File: src/rtl/spi_param_writer.sv
// Frame parser between the SPI slave byte stream and the mixer parameter memory.
// Frames are: command byte, 16-bit big-endian start address, then big-endian data words.
module spi_param_writer #(
  parameter int          DATA_WIDTH = 32,
  parameter int          ADDR_WIDTH = 10,
  parameter logic [7:0]  CMD_WRITE  = 8'h01
) (
  input  logic                  clk,
  input  logic                  reset_n,
  input  logic                  frame_active,
  input  logic [7:0]            rx_byte,
  input  logic                  rx_valid,
  output logic                  wr_en,
  output logic [ADDR_WIDTH-1:0] wr_addr,
  output logic [DATA_WIDTH-1:0] wr_data,
  output logic                  frame_done,
  output logic                  frame_error,
  output logic [15:0]           word_count
);

  localparam int BYTES = DATA_WIDTH / 8;
  localparam int CNT_W = (BYTES > 1) ? $clog2(BYTES) : 1;
  localparam logic [CNT_W-1:0] LAST_BYTE = CNT_W'(BYTES - 1);

  typedef enum logic [2:0] {
    ST_CMD     = 3'd0,
    ST_ADDR_HI = 3'd1,
    ST_ADDR_LO = 3'd2,
    ST_DATA    = 3'd3,
    ST_DISCARD = 3'd4
  } state_t;

  state_t                state_r;
  logic                  frame_active_d_r;
  logic [7:0]            addr_hi_r;
  logic [ADDR_WIDTH-1:0] addr_r;
  logic [CNT_W-1:0]      byte_cnt_r;
  logic [DATA_WIDTH-1:0] shift_r;
  logic [15:0]           run_count_r;
  logic                  wr_en_r;
  logic [ADDR_WIDTH-1:0] wr_addr_r;
  logic [DATA_WIDTH-1:0] wr_data_r;
  logic                  frame_done_r;
  logic                  frame_error_r;
  logic [15:0]           word_count_r;

  logic accept_s;
  logic frame_end_s;
  logic end_error_s;

  // A strobe in the cycle frame_active drops is not accepted, so accept and frame end never coincide.
  assign accept_s    = rx_valid & frame_active;
  assign frame_end_s = frame_active_d_r & ~frame_active;

  // Frame status if the frame were to end in the current state.
  always_comb begin
    end_error_s = 1'b1;
    case (state_r)
      ST_CMD:     end_error_s = 1'b1;
      ST_ADDR_HI: end_error_s = 1'b1;
      ST_ADDR_LO: end_error_s = 1'b1;
      ST_DATA:    end_error_s = (byte_cnt_r != {CNT_W{1'b0}});
      ST_DISCARD: end_error_s = 1'b1;
      default:    end_error_s = 1'b1;
    endcase
  end

  // Frame parser FSM with registered write and status outputs.
  always_ff @(posedge clk or negedge reset_n) begin
    if (!reset_n) begin
      state_r          <= ST_CMD;
      frame_active_d_r <= 1'b0;
      addr_hi_r        <= 8'h00;
      addr_r           <= {ADDR_WIDTH{1'b0}};
      byte_cnt_r       <= {CNT_W{1'b0}};
      shift_r          <= {DATA_WIDTH{1'b0}};
      run_count_r      <= 16'h0000;
      wr_en_r          <= 1'b0;
      wr_addr_r        <= {ADDR_WIDTH{1'b0}};
      wr_data_r        <= {DATA_WIDTH{1'b0}};
      frame_done_r     <= 1'b0;
      frame_error_r    <= 1'b0;
      word_count_r     <= 16'h0000;
    end else begin
      frame_active_d_r <= frame_active;
      wr_en_r          <= 1'b0;
      frame_done_r     <= 1'b0;
      if (frame_end_s) begin
        frame_done_r  <= 1'b1;
        frame_error_r <= end_error_s;
        word_count_r  <= run_count_r;
        state_r       <= ST_CMD;
        byte_cnt_r    <= {CNT_W{1'b0}};
        shift_r       <= {DATA_WIDTH{1'b0}};
        run_count_r   <= 16'h0000;
      end else if (accept_s) begin
        case (state_r)
          ST_CMD: begin
            state_r <= (rx_byte == CMD_WRITE) ? ST_ADDR_HI : ST_DISCARD;
          end
          ST_ADDR_HI: begin
            addr_hi_r <= rx_byte;
            state_r   <= ST_ADDR_LO;
          end
          ST_ADDR_LO: begin
            // Address bits above ADDR_WIDTH are dropped by the truncating cast.
            addr_r     <= ADDR_WIDTH'({addr_hi_r, rx_byte});
            byte_cnt_r <= {CNT_W{1'b0}};
            state_r    <= ST_DATA;
          end
          ST_DATA: begin
            shift_r <= DATA_WIDTH'({shift_r, rx_byte});
            if (byte_cnt_r == LAST_BYTE) begin
              wr_en_r    <= 1'b1;
              wr_addr_r  <= addr_r;
              wr_data_r  <= DATA_WIDTH'({shift_r, rx_byte});
              addr_r     <= addr_r + ADDR_WIDTH'(1);
              byte_cnt_r <= {CNT_W{1'b0}};
              if (run_count_r != 16'hFFFF) begin
                run_count_r <= run_count_r + 16'd1;
              end else begin
                run_count_r <= run_count_r;
              end
            end else begin
              byte_cnt_r <= byte_cnt_r + CNT_W'(1);
            end
          end
          ST_DISCARD: begin
            state_r <= ST_DISCARD;
          end
          default: begin
            state_r <= ST_DISCARD;
          end
        endcase
      end else begin
        state_r <= state_r;
      end
    end
  end

  assign wr_en       = wr_en_r;
  assign wr_addr     = wr_addr_r;
  assign wr_data     = wr_data_r;
  assign frame_done  = frame_done_r;
  assign frame_error = frame_error_r;
  assign word_count  = word_count_r;

endmodule

File: config.mk
export PLATFORM = sky130hd
export DESIGN_NAME = spi_param_writer
export DESIGN_NICKNAME = d
export VERILOG_FILES = /design/src/rtl/spi_param_writer.sv
export SDC_FILE = /design/constraint.sdc
export NUM_CORES = 1
export LEC_CHECK = 0
export ABC_AREA = 1
export CAP_MARGIN = 20
export CELL_PAD_IN_SITES_DETAIL_PLACEMENT = 1
export CELL_PAD_IN_SITES_GLOBAL_PLACEMENT = 2
export CORE_MARGIN = 4
export CORE_UTILIZATION = 30
export CTS_CLUSTER_DIAMETER = 120
export CTS_CLUSTER_SIZE = 8
export DETAILED_ROUTE_END_ITERATION = 10
export HOLD_SLACK_MARGIN = 0.15
export PLACE_DENSITY = 0.77
export SYNTH_ARGS = -nofsm -noshare
export SYNTH_HDL_FRONTEND = slang
export SYNTH_SLANG_ARGS = --single-unit
File: constraint.sdc
create_clock -name clk -period 1.6 [get_ports clk]
set_input_delay 0.32 -clock clk [delete_from_list [all_inputs] [get_ports clk]]
set_output_delay 0.32 -clock clk [all_outputs]
set_load 0.02 [all_outputs]
==> results of run 1 <==
==> cells by family after synthesis <==
group | after synthesis | share of synthesized area
AO/OA/AOI/OAI | 129 | 0.135
XOR/XNOR | 1 | 0.00168
adder cells (fa/ha/maj) | 4 | 0.00960
buffers and inverters | 105 | 0.0864
flip-flops | 119 | 0.571
AND/OR/NAND/NOR | 241 | 0.196
==> layout make-up <==
cell class / count / area (sq um)
Fill cell: 1996 / 9760
Clock buffer: 18 / 439
Multi-Input combinational cell: 375 / 1850
Sequential cell: 119 / 2980
Clock inverter: 14 / 195
Tap cell: 220 / 275
Inverter: 82 / 308
Timing Repair Buffer: 108 / 1010
==> flip-flops by register name (all words and copies together), names as in the netlist <==
signal and cells:
addr_hi_r 2, word_count 16, wr_en 1, run_count_r 16, frame_error 1, frame_active_d_r 1, state_r 3, wr_data 32
byte_cnt_r 2, frame_done 1, addr_r 10, wr_addr 10, shift_r 24
==> cells in the mapped netlist (3+ instances only) <==
cell | count | area [sq um]
nand3_1 | 34 | 170
inv_1 | 79 | 297
nor2_2 | 3 | 18.8
o21ai_0 | 47 | 235
buf_2 | 3 | 15.0
clkbuf_1 | 13 | 48.8
nor3_1 | 4 | 20.0
buf_6 | 7 | 78.8
nand4_1 | 7 | 43.8
dfrtp_1 | 119 | 2980
a21oi_1 | 10 | 50.1
o22ai_1 | 26 | 163
o21ai_2 | 5 | 43.8
ha_1 | 4 | 50.1
nand2_1 | 150 | 563
o21ai_1 | 37 | 185
nor2_1 | 37 | 139
==> layer usage <==
layer	part of all wire	GRT usage	up-vias
li1	-	-	2153
met1	0.43	0.192	2167
met2	0.51	0.278	89
met3	0.042	0.0443	21
met4	0.019	0.0556	0
met5	0	0	-
==> where the power goes <==
group	switching (mW)	internal (mW)
clock network	1.46	2.66
registers	0.121	3.17
logic	0.502	0.286
==> timing repair <==
action / 4_1_cts / 5_1_grt
hold endpoints to repair: 28 / 0
hold buffers: 1 / 0
buffers inserted: 0 / 1
endpoints found under the setup margin: 75 / 18
pin swaps: 2 / 3
resized for setup: 68 / 12
==> per-stage QoR <==
| stage | cell area, sq um | worst slack [ns] | std cells |
|---|---|---|---|
| floorplan | 5220 | 0.0592 | 599 |
| global placement | 6410 | -0.275 | 902 |
| detailed placement | 6410 | -0.354 | 902 |
| CTS | 7010 | 0.0170 | 935 |
| global route | 7060 | -0.0340 | 936 |
| finish | 7060 | 0.102 | 936 |
==> worst max-delay path, delay by kind of cell, from the launching register on <==
kind	cells	cell delay [ns]
buffers and inverters	3	0.42
flip-flops	1	0.35
AND/OR/NAND/NOR	5	0.62
==> worst max path at each step <==
stage | to | start | cells after the start
after floorplan | run_count_r[5] | run_count_r[1] | 9
after global placement | run_count_r[5] | frame_active | 8
after detailed placement | run_count_r[5] | frame_active | 8
after CTS | run_count_r[5] | run_count_r[0] | 8
after global routing | run_count_r[3] | run_count_r[1] | 8
final | run_count_r[13] | state_r[2] | 8
==> flow_summary.json, run 1 <==
{
  "critPathLaunchType": "flop",
  "hpwl_um": 10600,
  "grt_max_degree": 47,
  "slew_headroom": 0.704,
  "syn_area_per_cell_sq_um": 8.71,
  "clock_latency_ns": 0.43,
  "finalSetupViolCount": 0,
  "crit_chain": "inv_1 > nand3_2 > nor3_4 > buf_6 > nand2_4 > buf_12 > nand3_1 > nand2_1",
  "grtUsageTotal": 0.161,
  "fp.dieH_um": 140,
  "numCtsBuffers": 17,
  "period_minus_slack_ns": 1.50,
  "io_buffers": 72,
  "required_ns": 1.91,
  "syn_area_sq_um": 5220,
  "critPathMaxFanout": 8,
  "critical_path_class": "flop to flop",
  "synth_cell_type_count": 29,
  "tightest_slew_ns": 0.445,
  "drtIter0Drc": 213,
  "cp_data_arrival_time_ns": 1.81,
  "drv_cap": 0,
  "peakVddDrop_v": 0.000779,
  "wire_per_inst_um": 16.0,
  "drc_errors": 0,
  "wl_um": 15000,
  "routed_via_density": 4.73,
  "report.final.hold_viol_count": 0,
  "fp.dieW_um": 140,
  "final_common_cell": "nand2_1",
  "hold-worst-slack_ns": 0.388,
  "grt_overflow": 0,
  "synth_cells": 599,
  "grt_pass1_vias": 4915,
  "yosysWarnings": 0,
  "synthArstFlopShare": 1.00,
  "drive_above_1_share": 0.131,
  "endpoint_kind": "flop",
  "fin_crit_sh": 0.936,
  "slew_violations": 0,
  "cts.clk_slew.worst_paths_ns": 0.06,
  "synth_seq_cells": 119,
  "reg2reg_from": "state_r[2]",
  "gp_congestion": 0.836,
  "ant_nets": 0,
  "min_path_type": "input pin to async pin",
  "grt_pass1_wl_um": 25200,
  "antenna_found_initial": 0,
  "ys_seq_area_frac": 0.571,
  "row_count": 47,
  "cts-root-buf": "clkbuf_16",
  "layout_common_cells": "nand2_1, dfrtp_1, inv_1, dlygate4sd2_1, o21ai_0",
  "design.die.area_sq_um": 19600,
  "fmax_mhz": 668,
  "max_stage_delay_ns": 0.35,
  "finalSetupTns_ns": 0,
  "nets": 719,
  "clock-sinks": 119,
  "pin_count": 73,
  "crit_slowest_cell": "dfrtp_1",
  "synth_edf_count": 0,
  "syn_to_final_growth_pct": 35.3,
  "antenna_cells": 0,
  "worstRegToRegCells": 8,
  "clk_path_buf_depth": 2,
  "syn-num-nets": 615,
  "core_sq_um": 16800,
  "p_leak_nw": 3.46,
  "cts_tree": "done",
  "start_util": 0.310,
  "status": "completed",
  "power.total_mw": 8.20,
  "utilization": 0.420,
  "r2r_end": "run_count_r[13]",
  "firstDrtPassIters": 4,
  "cts_max_level": 4,
  "vias": 4430,
  "synthFlopType": "dfrtp_1",
  "r2r_slack_ns": 0.10,
  "skew_ns": 0.00988,
  "p_per_area_nw_per_um2": 1160
}
Note: power is estimated with default switching activity, not from simulation.
==> run 2, diff against run 1 <==
Settings changed: CORE_UTILIZATION 30 to 33, PLACE_DENSITY 0.77 to 0.8.
Clock period 1.6 ns to 1.7 ns, I/O delays scaled along.
==> run 2 against run 1 <==
Compared with the run above: highest routed layer unchanged; setup slack improved by 0.033 ns; combinational power decreased by 8.9%; sequential share of layout area increased by 0.35 points.
==> flow_summary.json, run 2 (synthesized netlist as in run 1, its figures left out) <==
{
  "numCtsBuffers": 17,
  "critPathLaunchType": "input pin",
  "grt_pass1_wl_um": 23800,
  "multi_input_area_sq_um": 1820,
  "slew_headroom": 0.760,
  "tightest_slew_ns": 0.360,
  "endpoint_kind": "flop",
  "skew_ns": 0.00996,
  "grt_util_met2": 0.286,
  "firstDrtPassIters": 4,
  "report.final.hold_viol_count": 0,
  "clock-sinks": 119,
  "pin_count": 73,
  "drc_errors": 0,
  "row_count": 45,
  "finalSetupTns_ns": 0,
  "cts-root-buf": "clkbuf_16",
  "cts_tree": "done",
  "met1_usage": 0.203,
  "layout_common_cells": "nand2_1, dfrtp_1, inv_1, dlygate4sd2_1, o21ai_0",
  "critical_path_class": "input pin to flop",
  "drv_cap": 0,
  "final_common_cell": "nand2_1",
  "core_sq_um": 15400,
  "vias": 4376,
  "peakVddDrop_v": 0.000611,
  "status": "completed",
  "grt_overflow": 0,
  "cp_data_arrival_time_ns": 1.85,
  "wl_um": 14000,
  "fin_crit_sh": 0.921,
  "hpwl_um": 10000,
  "drive_above_1_share": 0.115,
  "start_util": 0.339,
  "hold-worst-slack_ns": 0.386,
  "seq_area_sq_um": 2980,
  "period_minus_slack_ns": 1.57,
  "utilization": 0.455,
  "min_path_type": "input pin to async pin",
  "p_per_area_nw_per_um2": 1080,
  "grt_pass1_vias": 4721,
  "crit_chain": "clkdlybuf4s50_1 > nand2_1 > nor2_2 > o21ai_2 > inv_2 > o21ai_0 > nand2_1 > o21ai_0",
  "grt_busiest_layer": "met2",
  "finalSetupViolCount": 0,
  "required_ns": 1.99,
  "syn_to_final_growth_pct": 34.1,
  "grtUsageTotal": 0.165,
  "clock_latency_ns": 0.41,
  "preCtsSetupSlack_ns": -0.311,
  "wire_per_inst_um": 15.1,
  "gp_congestion": 0.813,
  "antenna_found_initial": 0,
  "clk_path_buf_depth": 2,
  "antenna_cells": 0,
  "fp.dieH_um": 134,
  "grt_max_degree": 55,
  "crit_slowest_cell": "clkdlybuf4s50_1",
  "drtIter0Drc": 167,
  "fmax_mhz": 639,
  "p_leak_nw": 3.46,
  "fillCellCount": 1846,
  "design.die.area_sq_um": 17900,
  "largest_reg_flops": 32,
  "critPathBufInv": 2,
  "final.setup.worst_slack_ns": 0.135,
  "slew_violations": 0,
  "critPathMaxFanout": 9,
  "cts_max_level": 4,
  "routed_via_density": 4.74,
  "cts.clk_slew.worst_paths_ns": 0.05,
  "grtUsageMet3": 0.0370,
  "nets": 716,
  "crit_family": "buffers and inverters",
  "fp.dieW_um": 134,
  "max_stage_delay_ns": 0.54,
  "ant_nets": 0,
  "io_buffers": 72
}
run 2: final cells by class:
class | instances | area share
Clock buffer | 23 | 0.0712
Clock inverter | 8 | 0.0170
Inverter | 82 | 0.0440
Multi-Input combinational cell | 375 | 0.261
Sequential cell | 119 | 0.426
Tap cell | 211 | 0.0378
Timing Repair Buffer | 105 | 0.144
run 2: per-layer routing:
layer,share of wire,vias up
met3,0.032,16
met2,0.51,69
met4,0.013,0
li1,-,2148
met1,0.45,2143
met5,0,-
run 2: report_power, final:
group / switching [mW] / internal (mW) / total (mW)
registers: 0.117 / 2.99 / 3.10
clock network: 1.23 / 2.48 / 3.71
logic: 0.457 / 0.261 / 0.718
run 2: final timing paths:
| check | from | end | slack (ns) | cells past startpoint |
|---|---|---|---|---|
| setup / recovery | frame_active | addr_r[5] | 0.14 | 8 |
| hold / removal | reset_n | wr_addr[9] | 0.39 | 2 |
| setup reg to reg | run_count_r[5] | run_count_r[3] | 0.14 | 7 |
| hold reg to reg | word_count[5] | word_count[5] | 0.47 | 2 |
| max in group asynchronous | reset_n | word_count[6] | 0.71 | 3 |
| min in group clk | word_count[5] | word_count[5] | 0.47 | 2 |
run 2: metrics by stage:
| step | instances | instance area, sq um | power, mW |
|---|---|---|---|
| after floorplan | 599 | 5220 | 3.51 |
| after global placement | 890 | 6400 | 3.91 |
| after detailed placement | 890 | 6400 | 3.93 |
| after CTS | 922 | 6950 | 7.63 |
| after global routing | 923 | 6990 | 7.87 |
| final | 923 | 6990 | 7.54 |
run 2: timing repair:
item | 4_1_cts | 5_1_grt
gates cloned | 0 | 0
pin swaps | 0 | 2
setup buffers | 0 | 1
hold endpoints to repair | 20 | 0
hold buffers | 1 | 0
setup endpoints to repair | 61 | 14
gates resized for setup | 61 | 8
==> run 3, diff against run 2 <==
Settings changed: CORE_UTILIZATION 33 to 30, PLACE_DENSITY 0.8 to 0.77, SLEW_MARGIN set to 25.
Clock period 1.7 ns to 1.4 ns, I/O delays scaled along.
==> run 3 against run 2 <==
Compared with the run above: the flow now finishes with violations (setup timing); clock power increased by 20%; final area grew 5.9%; sequential power rose by 22%; utilization down 1.5 points; clock-buffer cell count is 3 lower; global-route usage fell by 0.51 points; critical path type is now flop to flop.
==> flow_summary.json, run 3 (synthesized netlist as in run 1, its figures left out) <==
{
  "r2r_end": "run_count_r[14]",
  "fin_crit_sh": 1.04,
  "clk_path_buf_depth": 2,
  "antenna_found_initial": 0,
  "cts.clk_slew.worst_paths_ns": 0.06,
  "ant_nets": 0,
  "utilization": 0.440,
  "met1_usage": 0.195,
  "hpwl_um": 10800,
  "drtIter0Drc": 185,
  "final.setup.worst_slack_ns": -0.0544,
  "largest_reg_flops": 32,
  "hold-worst-slack_ns": 0.228,
  "period_minus_slack_ns": 1.45,
  "clock-sinks": 119,
  "multi_input_area_sq_um": 2010,
  "io_buffers": 72,
  "drv_cap": 0,
  "firstDrtPassIters": 4,
  "min_from": "frame_active",
  "p_leak_nw": 3.45,
  "gp_congestion": 0.832,
  "wire_per_inst_um": 15.9,
  "clock_latency_ns": 0.42,
  "start_util": 0.310,
  "rsz0062_at_grt": "true",
  "power.total_mw": 9.21,
  "wl_um": 15200,
  "layout_common_cells": "nand2_1, dfrtp_1, inv_1, o21ai_1, buf_4",
  "seq_area_sq_um": 2980,
  "grt_max_degree": 38,
  "grt_util_met2": 0.279,
  "cts_tree": "done",
  "final_common_cell": "nand2_1",
  "pin_count": 73,
  "cts_max_level": 4,
  "fp.dieH_um": 140,
  "fmax_mhz": 688,
  "grt_pass1_vias": 4944,
  "critPathMaxFanout": 9,
  "antenna_cells": 0,
  "numCtsBuffers": 17,
  "tightest_slew_ns": 0.405,
  "grtUsageMet3": 0.0353,
  "violations": "setup timing",
  "slew_violations": 0,
  "row_count": 47,
  "nets": 744,
  "finalSetupTns_ns": -0.618,
  "worstRegToRegCells": 8,
  "min_path_type": "input pin to flop",
  "grt_overflow": 0,
  "fillCellCount": 1954,
  "fp.dieW_um": 140,
  "grt_busiest_layer": "met2",
  "endpoint_kind": "flop",
  "critPathLaunchType": "flop",
  "report.final.hold_viol_count": 0,
  "cp_data_arrival_time_ns": 1.81,
  "critical_path_class": "flop to flop",
  "grtUsageTotal": 0.160,
  "min_to": "frame_active_d_r",
  "drc_errors": 0,
  "cts-root-buf": "clkbuf_16",
  "required_ns": 1.76,
  "design.die.area_sq_um": 19600,
  "grt_pass1_wl_um": 25100,
  "drive_above_1_share": 0.252,
  "hold_depth": 1,
  "status": "finished with violations",
  "syn_to_final_growth_pct": 41.9,
  "slew_headroom": 0.730,
  "p_per_area_nw_per_um2": 1240,
  "r2r_slack_ns": -0.05,
  "finalSetupViolCount": 17,
  "core_sq_um": 16800,
  "vias": 4568,
  "skew_ns": 0.0100,
  "routed_via_density": 4.75,
  "reg2reg_from": "run_count_r[0]",
  "peakVddDrop_v": 0.000892
}
## run 3: per-stage QoR
step                      instance area [sq um]  std cells  worst slack (ns)
after floorplan                            5270        599           -0.0709
after global placement                     6650        921            -0.496
after detailed placement                   6650        921            -0.571
after CTS                                  7400        959           -0.0379
after global routing                       7400        961            -0.158
final                                      7400        961           -0.0544
## run 3: what timing repair did
item                                    4_1_cts  5_1_grt
pin swaps                                     4       11
hold buffers                                  1        0
endpoints found under the hold margin       119        0
cloned                                        1        1
setup buffers                                 4        1
endpoints found under the setup margin      128      104
gates resized for setup                     158       66
## run 3: metal layers
layer  part of all wire  wire length (um)  vias up
met3              0.031               479       17
met5                  0                 0        -
met1               0.45              6810     2260
met2               0.51              7770       74
li1                   -                 -     2217
met4              0.012               187        0
## run 3: critical path, cell delays in order (launching register included)
cell	delay (ns)
dfrtp_1	0.41
ha_4	0.19
nand2_4	0.06
nor2_4	0.16
nand4_4	0.15
nand2_8	0.14
buf_12	0.13
nand3_1	0.07
nand2_1	0.07
## run 3: area by class of cell
type                    instances  share of cell area
flip-flops and latches        119               0.402
clock inverters                12              0.0204
repair buffers                132               0.166
inverters                      82              0.0423
well taps                     220              0.0372
multi-input cells             376               0.272
clock buffers                  20              0.0603
## run 3: worst max-delay path by stage
stage	startpoint	end	slack, ns	cells after the start
final	run_count_r[0]	run_count_r[14]	-0.05	8
after global routing	run_count_r[1]	run_count_r[11]	-0.16	10
after CTS	run_count_r[0]	run_count_r[9]	-0.04	8
after detailed placement	frame_active	addr_r[5]	-0.57	8
after global placement	frame_active	addr_r[5]	-0.50	8
after floorplan	run_count_r[1]	run_count_r[11]	-0.07	9
## run 3: power by group
group,leakage (nW),internal [mW],switching (mW)
Combinational,1.60,0.389,0.607
Sequential,1.57,3.63,0.144
Clock,0.278,2.84,1.61
